==> src/rtl/fetch_pkg.sv <==
// Shared types and constants for the instruction fetch stage.
package fetch_pkg;

  localparam int PC_WIDTH     = 32;
  localparam int ENTRY_INST_W = 32;
  localparam logic [PC_WIDTH-1:0] PC_STEP = 32'd4;

  typedef enum logic {
    RUN  = 1'b0,
    HALT = 1'b1
  } fetch_state_t;

  typedef struct packed {
    logic [ENTRY_INST_W-1:0] instruction;
    logic [PC_WIDTH-1:0]     pc;
  } fetch_entry_t;

endpackage

==> src/rtl/fetch_skid_fifo.sv <==
// Two-entry FIFO holding fetched {instruction, pc} pairs ahead of decode.
// Occupancy and pointers are reset; the storage array is not, since nothing
// reads it while the count is zero.
module fetch_skid_fifo
  import fetch_pkg::*;
(
  input  logic         clk,
  input  logic         rst_n,
  input  logic         i_push,
  input  logic         i_pop,
  input  logic         i_flush,
  input  fetch_entry_t i_data,
  output fetch_entry_t o_head,
  output logic [1:0]   o_count
);

  fetch_entry_t r_mem [2];
  logic         r_wptr;
  logic         r_rptr;
  logic [1:0]   r_count;

  // Pointer and occupancy bookkeeping; flush wins over push and pop.
  always_ff @(posedge clk or negedge rst_n) begin
    if (!rst_n) begin
      r_wptr  <= 1'b0;
      r_rptr  <= 1'b0;
      r_count <= 2'd0;
    end else if (i_flush) begin
      r_wptr  <= 1'b0;
      r_rptr  <= 1'b0;
      r_count <= 2'd0;
    end else begin
      if (i_push) r_wptr <= ~r_wptr;
      if (i_pop)  r_rptr <= ~r_rptr;
      r_count <= r_count + {1'b0, i_push} - {1'b0, i_pop};
    end
  end

  // Entry storage written at the write pointer.
  always_ff @(posedge clk) begin
    if (i_push && !i_flush) r_mem[r_wptr] <= i_data;
  end

  assign o_head  = r_mem[r_rptr];
  assign o_count = r_count;

endmodule

==> src/rtl/instruction_fetch.sv <==
// Program counter and fetch sequencer in front of InstructionMemory.
// Issues one read per cycle, captures the returned word on the next edge
// into a two-entry FIFO, and hands words to decode over valid/ready.
// Optional feature macro: FETCH_MISALIGN_TRAP_EN (misaligned redirect halts
// fetch and raises a sticky flag; without it the low pc bits are dropped).
module instruction_fetch
  import fetch_pkg::*;
#(
  parameter int                  INST_WIDTH = 32,
  parameter int                  INST_DEPTH = 16,
  parameter logic [PC_WIDTH-1:0] RESET_PC   = 32'h0,
  localparam int                 AW         = $clog2(INST_DEPTH)
) (
  input  logic                  clk,
  input  logic                  rst_n,
  output logic                  mem_rd_en,
  output logic [AW-1:0]         mem_rd_addr,
  input  logic [INST_WIDTH-1:0] mem_instruction,
  input  logic                  redirect_valid,
  input  logic [PC_WIDTH-1:0]   redirect_pc,
  output logic                  out_valid,
  input  logic                  out_ready,
  output logic [INST_WIDTH-1:0] out_instruction,
  output logic [PC_WIDTH-1:0]   out_pc,
  output logic                  fetch_misaligned
);

  fetch_state_t        r_state;
  logic [PC_WIDTH-1:0] r_pc;
  logic [PC_WIDTH-1:0] r_inflight_pc;
  logic                r_inflight;
`ifdef FETCH_MISALIGN_TRAP_EN
  logic                r_misaligned;
`endif

  logic [1:0]   w_count;
  logic [1:0]   w_occ;
  logic         w_pop;
  logic         w_push;
  logic         w_kill;
  logic         w_issue;
  fetch_entry_t w_head;
  fetch_entry_t w_entry;

  // A redirect both flushes the buffer and kills the read in flight.
  assign w_kill    = redirect_valid;
  assign out_valid = (w_count != 2'd0);
  assign w_pop     = out_valid && out_ready;
  assign w_push    = r_inflight && !w_kill;

  // Slots committed after this edge: buffered plus in flight, minus the word
  // decode takes now. Counting the pop keeps a full-rate stream with only two
  // entries; with decode stalled it stops issue at two words.
  assign w_occ   = w_count + {1'b0, r_inflight} - {1'b0, w_pop};
  assign w_issue = rst_n && (r_state == RUN) && !redirect_valid && (w_occ < 2'd2);

  assign mem_rd_en   = w_issue;
  assign mem_rd_addr = r_pc[AW+1:2];

  assign w_entry.instruction = ENTRY_INST_W'(mem_instruction);
  assign w_entry.pc          = r_inflight_pc;

  assign out_instruction = out_valid ? INST_WIDTH'(w_head.instruction) : '0;
  assign out_pc          = out_valid ? w_head.pc : RESET_PC;

`ifdef FETCH_MISALIGN_TRAP_EN
  assign fetch_misaligned = r_misaligned;
`else
  assign fetch_misaligned = 1'b0;
  logic w_unused_lo;
  assign w_unused_lo = ^redirect_pc[1:0];
`endif

  fetch_skid_fifo u_fifo (
    .clk     (clk),
    .rst_n   (rst_n),
    .i_push  (w_push),
    .i_pop   (w_pop),
    .i_flush (w_kill),
    .i_data  (w_entry),
    .o_head  (w_head),
    .o_count (w_count)
  );

  // Fetch FSM: pc sequencing, in-flight tracking and redirect handling.
  always_ff @(posedge clk or negedge rst_n) begin
    if (!rst_n) begin
      r_state    <= RUN;
      r_pc       <= RESET_PC;
      r_inflight <= 1'b0;
`ifdef FETCH_MISALIGN_TRAP_EN
      r_misaligned <= 1'b0;
`endif
    end else begin
      r_inflight <= w_issue;
      if (redirect_valid) begin
`ifdef FETCH_MISALIGN_TRAP_EN
        if (redirect_pc[1:0] != 2'b00) begin
          r_state      <= HALT;
          r_misaligned <= 1'b1;
        end else begin
          r_state      <= RUN;
          r_misaligned <= 1'b0;
          r_pc         <= redirect_pc;
        end
`else
        r_pc <= {redirect_pc[PC_WIDTH-1:2], 2'b00};
`endif
      end else if (w_issue) begin
        r_pc <= r_pc + PC_STEP;
      end
    end
  end

  // Remember which pc the outstanding read belongs to.
  always_ff @(posedge clk) begin
    if (w_issue) r_inflight_pc <= r_pc;
  end

endmodule

==> config.mk <==
export PLATFORM = sky130hd
export DESIGN_NAME = instruction_fetch
export DESIGN_NICKNAME = d
export VERILOG_FILES = /design/src/rtl/fetch_pkg.sv /design/src/rtl/fetch_skid_fifo.sv /design/src/rtl/instruction_fetch.sv
export SDC_FILE = /design/constraint.sdc
export NUM_CORES = 1
export LEC_CHECK = 0
export CORE_AREA = 2 2 61 63
export CTS_CLUSTER_SIZE = 12
export DETAILED_ROUTE_END_ITERATION = 10
export DIE_AREA = 0 0 63 65
export HOLD_SLACK_MARGIN = 0.08
export PLACE_DENSITY = 0.87
export SETUP_SLACK_MARGIN = 0.02
export SKIP_LAST_GASP = 1
export SLEW_MARGIN = 5
export SYNTH_ARGS = -nofsm -noshare
export SYNTH_HDL_FRONTEND = slang
export SYNTH_SLANG_ARGS = --single-unit
==> constraint.sdc <==
create_clock -name clk -period 2.9 [get_ports clk]
set_input_delay 0.435 -clock clk [delete_from_list [all_inputs] [get_ports clk]]
set_output_delay 0.435 -clock clk [all_outputs]
set_load 0.01 [all_outputs]
# == Word-level counts from Yosys, hierarchy flattened ==
# Memories as Yosys holds them, arrays and structs flattened.
# Index checks and enable logic that the tools add are counted.
# W data, S select, Z words.
# totals
ff_bits,69
mem_bits_rw,128
in_bits,68
elab_cells,38
memories,1
# mem_list
name,depth,width,read_ports,rd_clocked_by_memory_dff,write_ports,line_no,source
u_fifo.r_mem,2,64,1,0,1,fetch_skid_fifo.sv:17,fetch_entry_t r_mem [2];
# classes
n_addsub,5
order_cmp,1
mux,11
n_bitwise,3
reduce_logical,11
# op_table
op,count
$mux W32,4
$add A32 B3 Y32 const B,1
$reduce_bool A2 Y1,4
$logic_and A1 B1 Y1,6
$mux W1,6
$add A2 B1 Y2,2
$sub A2 B1 Y2,2
$not A1 Y1,3
$lt A2 B2 Y1 const B,1
$mux W2,1
$logic_not A1 Y1,1

# == Logic depth before layout (Yosys ltp) ==
# Gate-level depths: netlist of the first run.
# depth
word_depth,7
ltp_mapped,5

# == Modules after synthesis ==
# A second synthesis of the first run with hierarchy kept.
# hier_totals
cells_unflattened,307
area_unflattened_um2,5818.1
# by_module_without_submodules
mod,instances,cells_per_inst,area_each_um2,seq_area_each_um2
fetch_skid_fifo,1,216,5031.1,3943.8
instruction_fetch,1,91,787.0,100.1

# == Worst setup path after synthesis of the first run ==
# OpenSTA, ideal clock, no wires.
# synth_timing
path_type,reg2reg
from,register u_fifo.r_count[0] (netlist: u_fifo.o_count[0])
to,register u_fifo.r_count[1] (netlist: u_fifo.o_count[1])
arrival_ns,1.146
t_required_ns,2.781
setup_slack_ns,1.636
path_stages_with_launch,6
n_path_buf,0
path_cell_list,dfrtp_1 -> or2_1 -> and2_1 -> ha_1 -> xnor2_1 -> nor2_1
# synth_via
elab_chain_cells,4
word_cells_on_any_way,5
cone_classes,2 x add/sub; 1 x mux; 2 x reduce/logical
# synth_rtl
item,line_no,source
start: declaration,fetch_skid_fifo.sv:20,logic [1:0] r_count;
start signal: assignment,fetch_skid_fifo.sv:35,"r_count <= r_count + {1'b0, i_push} - {1'b0, i_pop};"
$reduce_bool A2 Y1,instruction_fetch.sv:47,assign out_valid = (w_count != 2'd0);
via out_valid,instruction_fetch.sv:21,"output logic out_valid,"
$logic_and A1 B1 Y1,instruction_fetch.sv:48,assign w_pop = out_valid && out_ready;
$sub A2 B1 Y2,fetch_skid_fifo.sv:35,
$mux W2,fetch_skid_fifo.sv:28,end else if (i_flush) begin
# The timed path passes the listed nets, and every way through them passes these cells.
# A chain may end at the register's enable or synchronous reset.

# == Worst setup path after layout of the first run ==
# layout_timing
from,register u_fifo.r_count[0] (netlist: u_fifo.o_count[0])
to,output out_valid
# layout_via
elab_chain_cells,1
# layout_rtl
item,line_no
$reduce_bool A2 Y1,instruction_fetch.sv:47
end: declaration,instruction_fetch.sv:21
# Every way passes these cells.

==> flow_metrics.env, run 1 <==
export IMPL_switchingPower_uw=94.1
export IMPL_clock_path_buffers=2
export IMPL_cts_root_buf="clkbuf_4"
export IMPL_drv_slew=0
export IMPL_status="finished, final reports clean"
export IMPL_dpl_cell_area_sq_um=668
export IMPL_crit_slowest_cell="clkdlybuf4s50_1"
export IMPL_n_antenna_cell=0
export IMPL_fin_crit_sh_pct=60.5
export IMPL_powerDensity_nw_per_um2=397
export IMPL_io_buffers=12
export IMPL_skew_ns=0.00641
export IMPL_final_area_sq_um=691
export IMPL_core_area_sq_um=3500
export IMPL_die_area_sq_um=4100
export IMPL_nNetsFinal=169
export IMPL_crit_chain="or2_1 > clkdlybuf4s50_1"
export IMPL_path_delay_family="buffers and inverters"
export IMPL_die_y_microns=65
export IMPL_wl_microns=749
export IMPL_drc=0
export IMPL_synth_cell_type_count=10
export IMPL_drive_gt1_share_pct=7.14
export IMPL_clk_latency_ns=0.24
export IMPL_ys_ff_latch=6
export IMPL_p_clk_share_pct=27.4
export IMPL_cts_htree_levels=1
export IMPL_gp_congestion=0.598
export IMPL_total_power_uw=274
export IMPL_nFillCells=406
export IMPL_cts_buffers=3
export IMPL_avgRoutedWirePerCell_microns=5.13
export IMPL_routed_via_count=352
export IMPL_combPwrFrac_pct=36.3
export IMPL_cts_clk_slew_worst_paths_ns=0.05
export IMPL_start_kind="flip-flop"
export IMPL_crit_path_max_incr_delay_ns=0.48
export IMPL_p_seq_share_pct=36.3
export IMPL_setup_viol=0
export IMPL_ios=139
export IMPL_areaGrowthSynthToFinish_pct=-6.60
export IMPL_yosys_warnings=1
export IMPL_cellLeakagePower_uw=0.000384
export IMPL_track_usage_pct=3.40
export IMPL_hold_viol_final=0
export IMPL_post_route_util_pct=19.8
export IMPL_avgSynthCellArea_sq_um=8.80
export IMPL_first_pass_iters=1
export IMPL_antenna_found_initial=0
export IMPL_yosysSeqAreaShare_pct=20.3
export IMPL_crit_type="flip-flop to output port"
export IMPL_start_util_pct=21.2
export IMPL_internal_power_uw=180
export IMPL_finalSetupTns_ns=0
export IMPL_p_sw_share_pct=34.4
export IMPL_drt_initial_drc_count=0
export IMPL_post_cts_buffers=0
export IMPL_hold_path_class="input port to async pin"
export IMPL_final_antenna_net_count=0
export IMPL_crit_arrival_ns=1.32
export IMPL_syn_cell_area_sq_um=739
export IMPL_max_cap_viol_count=0
export IMPL_rsz0062_at_grt="false"
export IMPL_timing_fmax_mhz=570
export IMPL_die_w_microns=63
export IMPL_post_cts_resized=0
export IMPL_cts_tree="yes"
export IMPL_required_ns=2.47
export IMPL_worstPathMaxFanout=2
export IMPL_rows=22
export IMPL_hold_buffers=0
export IMPL_grt_first_pass_wirelength_mm=1.00
export IMPL_clock_sinks=6
export IMPL_min_period_ns=1.75
export IMPL_grt_overflow=0
export IMPL_hpwl_microns=689
export IMPL_ir_drop_uv=212
export IMPL_vias_per_cell=2.41
export IMPL_crit_path_end_kind="output port"
export IMPL_syn_inst=84
export IMPL_grt_max_degree=7
export IMPL_grt_pass1_vias=252
export IMPL_critPathBufInv=1
metrics by stage:
step	worst slack, ns	hold slack (ns)	cells
after CTS	1.13	0.436	146
after global routing	1.11	0.456	146
after global placement	1.39	0.490	143
final	1.15	0.437	146
after detailed placement	1.36	0.500	143
after floorplan	1.64	0.139	149
registers in the layout (all words and copies together), names as in the netlist:
register        flops
r_pc                4
u_fifo.o_count      2
cells in the mapped netlist:
| cell | count | area (sq um) |
|---|---|---|
| mux2_2 | 4 | 45.0 |
| conb_1 | 1 | 3.75 |
| dfrtp_1 | 6 | 150 |
| or2_1 | 1 | 6.26 |
| inv_1 | 1 | 3.75 |
| xnor2_1 | 1 | 8.76 |
| and2_1 | 1 | 6.26 |
| nor2_1 | 2 | 7.51 |
| ha_1 | 1 | 12.5 |
| buf_4 | 66 | 495 |
cell type report:
type                       instances  area, sq um  share of cell area, %
multi-input combinational         76          334                   48.4
sequential                         6          150                   21.7
timing repair buffer              12          120                   17.4
tap                               48         60.1                   8.70
clock buffer                       3         22.5                   3.26
inverter                           1         3.75                  0.543
path summary, 6_finish.rpt:
| path | start | end | slack [ns] | depth (start not counted) |
|---|---|---|---|---|
| max | u_fifo.o_count[0] | out_valid | 1.15 | 2 |
| min | rst_n | r_pc[5] | 0.44 | 1 |
| max reg2reg | u_fifo.o_count[0] | u_fifo.o_count[1] | 1.60 | 5 |
| min reg2reg | r_pc[5] | r_pc[5] | 0.51 | 1 |
| max in group asynchronous | rst_n | u_fifo.o_count[1] | 2.24 | 1 |
| min in group clk | r_pc[5] | r_pc[5] | 0.51 | 1 |
power by group through the flow:
stage	Combinational, uW	Sequential (uW)	Clock (uW)
6_report	99.3	99.5	75.1
5_1_grt	109	101	83.3
4_1_cts	98.6	99.8	80.3
3_5_place_dp	98.0	101	0
3_3_place_gp	97.2	100	0
2_1_floorplan	126	103	0
routing by layer:
metal  routed length [microns]  up-vias  GRT usage (%)
li1                          -      152              -
met4                         8        0           5.00
met2                       417       44           5.59
met5                         0        -              0
met1                       172      154           2.74
met3                       150        2           1.04
layout by cell type (no fill, tap or decap), types with 2 or more instances in the layout:
master,instances
conb_1,66
clkdlybuf4s50_1,12
dfrtp_1,6
mux2_2,4
clkbuf_4,3
nor2_1,2
cell families (layout without fill, tap and decap cells):
| kind of cell | Yosys count | in the layout | share of synthesized area (%) |
|---|---|---|---|
| and+or+nand+nor | 4 | 4 | 2.71 |
| xor gates and xnor gates | 1 | 1 | 1.18 |
| DFF | 6 | 6 | 20.3 |
| adders and majority gates | 1 | 1 | 1.69 |
| other | 1 | 66 | 0.507 |
| muxes | 4 | 4 | 6.09 |
| buffers and inverters | 67 | 16 | 67.5 |
(Power assumes the default switching activity.)
==> inputs of run 2 (changes only) <==
--- a/config.mk
+++ b/config.mk
@@ -5,12 +5,12 @@
 export SDC_FILE = /design/constraint.sdc
 export NUM_CORES = 1
 export LEC_CHECK = 0
-export CORE_AREA = 2 2 61 63
+export CORE_AREA = 2 2 68 70
 export CTS_CLUSTER_SIZE = 12
 export DETAILED_ROUTE_END_ITERATION = 10
-export DIE_AREA = 0 0 63 65
+export DIE_AREA = 0 0 70 72
 export HOLD_SLACK_MARGIN = 0.08
-export PLACE_DENSITY = 0.87
+export PLACE_DENSITY = 0.74
 export SETUP_SLACK_MARGIN = 0.02
 export SKIP_LAST_GASP = 1
 export SLEW_MARGIN = 5
==> constraint.sdc (replaced) <==
create_clock -name clk -period 1.53 [get_ports clk]
set_input_delay 0.2295 -clock clk [delete_from_list [all_inputs] [get_ports clk]]
set_output_delay 0.2295 -clock clk [all_outputs]
set_load 0.01 [all_outputs]
==> run 2 against run 1 <==
Effect of this change:
- power increased by 120%
- first-iteration DRC count unchanged
- sequential cell count unchanged
- clock-buffer cell count unchanged
- largest power group is now clock
==> flow_metrics.env, run 2 (synthesis results as in run 1) <==
export IMPL_final_cell_mix="conb_1 (66), clkdlybuf4s50_1 (11), dfrtp_1 (6), mux2_2 (4), clkbuf_8 (3)"
export IMPL_timing_fmax_mhz=753
export IMPL_drv_slew=0
export IMPL_start_kind="flip-flop"
export IMPL_internal_power_uw=415
export IMPL_core_area_sq_um=4260
export IMPL_rsz0062_at_grt="false"
export IMPL_ir_drop_uv=450
export IMPL_first_pass_iters=1
export IMPL_hold_path_class="input port to async pin"
export IMPL_gp_congestion=0.641
export IMPL_areaGrowthSynthToFinish_pct=-3.55
export IMPL_n_antenna_cell=0
export IMPL_grt_max_degree=7
export IMPL_combPwrFrac_pct=30.2
export IMPL_die_w_microns=70
export IMPL_crit_chain="clkdlybuf4s50_1"
export IMPL_rows=24
export IMPL_switchingPower_uw=188
export IMPL_place_ws_ns=0.205
export IMPL_setup_slack_ns=0.202
export IMPL_die_y_microns=72
export IMPL_finalSetupTns_ns=0
export IMPL_regToRegEndpoint="u_fifo.o_count[1]"
export IMPL_drive_gt1_share_pct=7.14
export IMPL_p_seq_share_pct=31.2
export IMPL_cp_depth=1
export IMPL_critPathBufInv=1
export IMPL_p_sw_share_pct=31.1
export IMPL_crit_path_end_kind="output port"
export IMPL_dpl_cell_area_sq_um=673
export IMPL_largest_register="r_pc"
export IMPL_ios=139
export IMPL_max_cap_viol_count=0
export IMPL_crit_type="flip-flop to output port"
export IMPL_cellLeakagePower_uw=0.000396
export IMPL_skew_ns=0.0000128
export IMPL_path_delay_family="buffers and inverters"
export IMPL_clock_sinks=6
export IMPL_grt_first_pass_wirelength_microns=841
export IMPL_final_antenna_net_count=0
export IMPL_cts_htree_levels=1
export IMPL_wl_microns=754
export IMPL_hold_viol_final=0
export IMPL_final_area_sq_um=713
export IMPL_hpwl_microns=684
export IMPL_routed_via_count=358
export IMPL_p_clk_share_pct=38.7
export IMPL_io_buffers=12
export IMPL_crit_start="r_pc[2]"
export IMPL_min_period_ns=1.33
export IMPL_hold_slack_ns=0.252
export IMPL_cts_tree="yes"
export IMPL_post_cts_buffers=0
export IMPL_cts_clk_slew_worst_paths_ns=0.03
export IMPL_nNetsFinal=169
export IMPL_grt_pass1_vias=222
export IMPL_hold_buffers=0
export IMPL_avgRoutedWirePerCell_microns=5.03
export IMPL_drt_initial_drc_count=0
export IMPL_r2r_slack_ns=0.26
export IMPL_antenna_found_initial=0
export IMPL_vias_per_cell=2.39
export IMPL_grt_overflow=0
export IMPL_crit_arrival_ns=1.10
export IMPL_rr_startpoint="u_fifo.o_count[0]"
export IMPL_crit_path_max_incr_delay_ns=0.54
export IMPL_powerDensity_nw_per_um2=845
export IMPL_cts_root_buf="clkbuf_8"
export IMPL_setup_viol=0
export IMPL_clock_path_buffers=2
export IMPL_worstPathMaxFanout=2
export IMPL_required_ns=1.30
export IMPL_die_area_sq_um=5040
export IMPL_cts_buffers=3
export IMPL_layout_commonest_cell="conb_1"
export IMPL_track_usage_pct=2.37
export IMPL_start_util_pct=17.3
export IMPL_post_route_util_pct=16.7
export IMPL_status="finished, final reports clean"
export IMPL_reg2reg_depth=5
export IMPL_crit_path_end="mem_rd_addr[0]"
export IMPL_drc=0
export IMPL_clk_latency_ns=0.22
export IMPL_crit_slowest_cell="clkdlybuf4s50_1"
export IMPL_largest_register_ffs=4
export IMPL_fin_crit_sh_pct=86.8
run 2: changes by cell type in the layout (fill, tap and decap cells not counted), sizes merged:
cell / previous run / this run
clkdlybuf4s50: 12 / 11
dlygate4sd2: 0 / 1
run 2: cell type report:
type                       count  area (sq um)
fill                         502          3550
multi-input combinational     76           334
sequential                     6           150
timing repair buffer          12           119
tap                           52          65.1
clock buffer                   3          41.3
inverter                       1          3.75
run 2: how the worst min path moves through the flow:
| stage | endpoint | start | slack (ns) |
|---|---|---|---|
| detailed placement | r_pc[2] | rst_n | 0.49 |
| CTS | r_pc[3] | rst_n | 0.25 |
| global route | r_pc[3] | rst_n | 0.27 |
| finish | u_fifo.o_count[0] | rst_n | 0.25 |
| floorplan | r_pc[2] | rst_n | -0.07 |
| global placement | r_pc[3] | rst_n | 0.49 |
run 2: power by group through the flow:
stage               Combinational [uW]  Clock, uW  Sequential (uW)
detailed placement                 186          0              190
global placement                   186          0              189
floorplan                          239          0              194
CTS                                181        243              188
global route                       199        248              191
finish                             182        233              188
run 2: per-stage QoR:
stage                     instances  total power (uW)
after CTS                       150               612
after floorplan                 149               434
final                           150               603
after detailed placement        147               377
after global placement          147               375
after global routing            150               637
run 2: metal layers:
layer,part of all wire [%],vias to the layer above,track usage [%]
met1,23,154,1.77
li1,-,152,-
met3,22,5,0.972
met4,5.3,0,4.49
met5,0,-,0
met2,50,47,3.39
run 2: repair_timing:
| item | 4_1_cts | 5_1_grt |
|---|---|---|
| endpoints found under the setup margin | 1 | 0 |
| resized for setup | 1 | 0 |
| hold endpoints to repair | 0 | 0 |
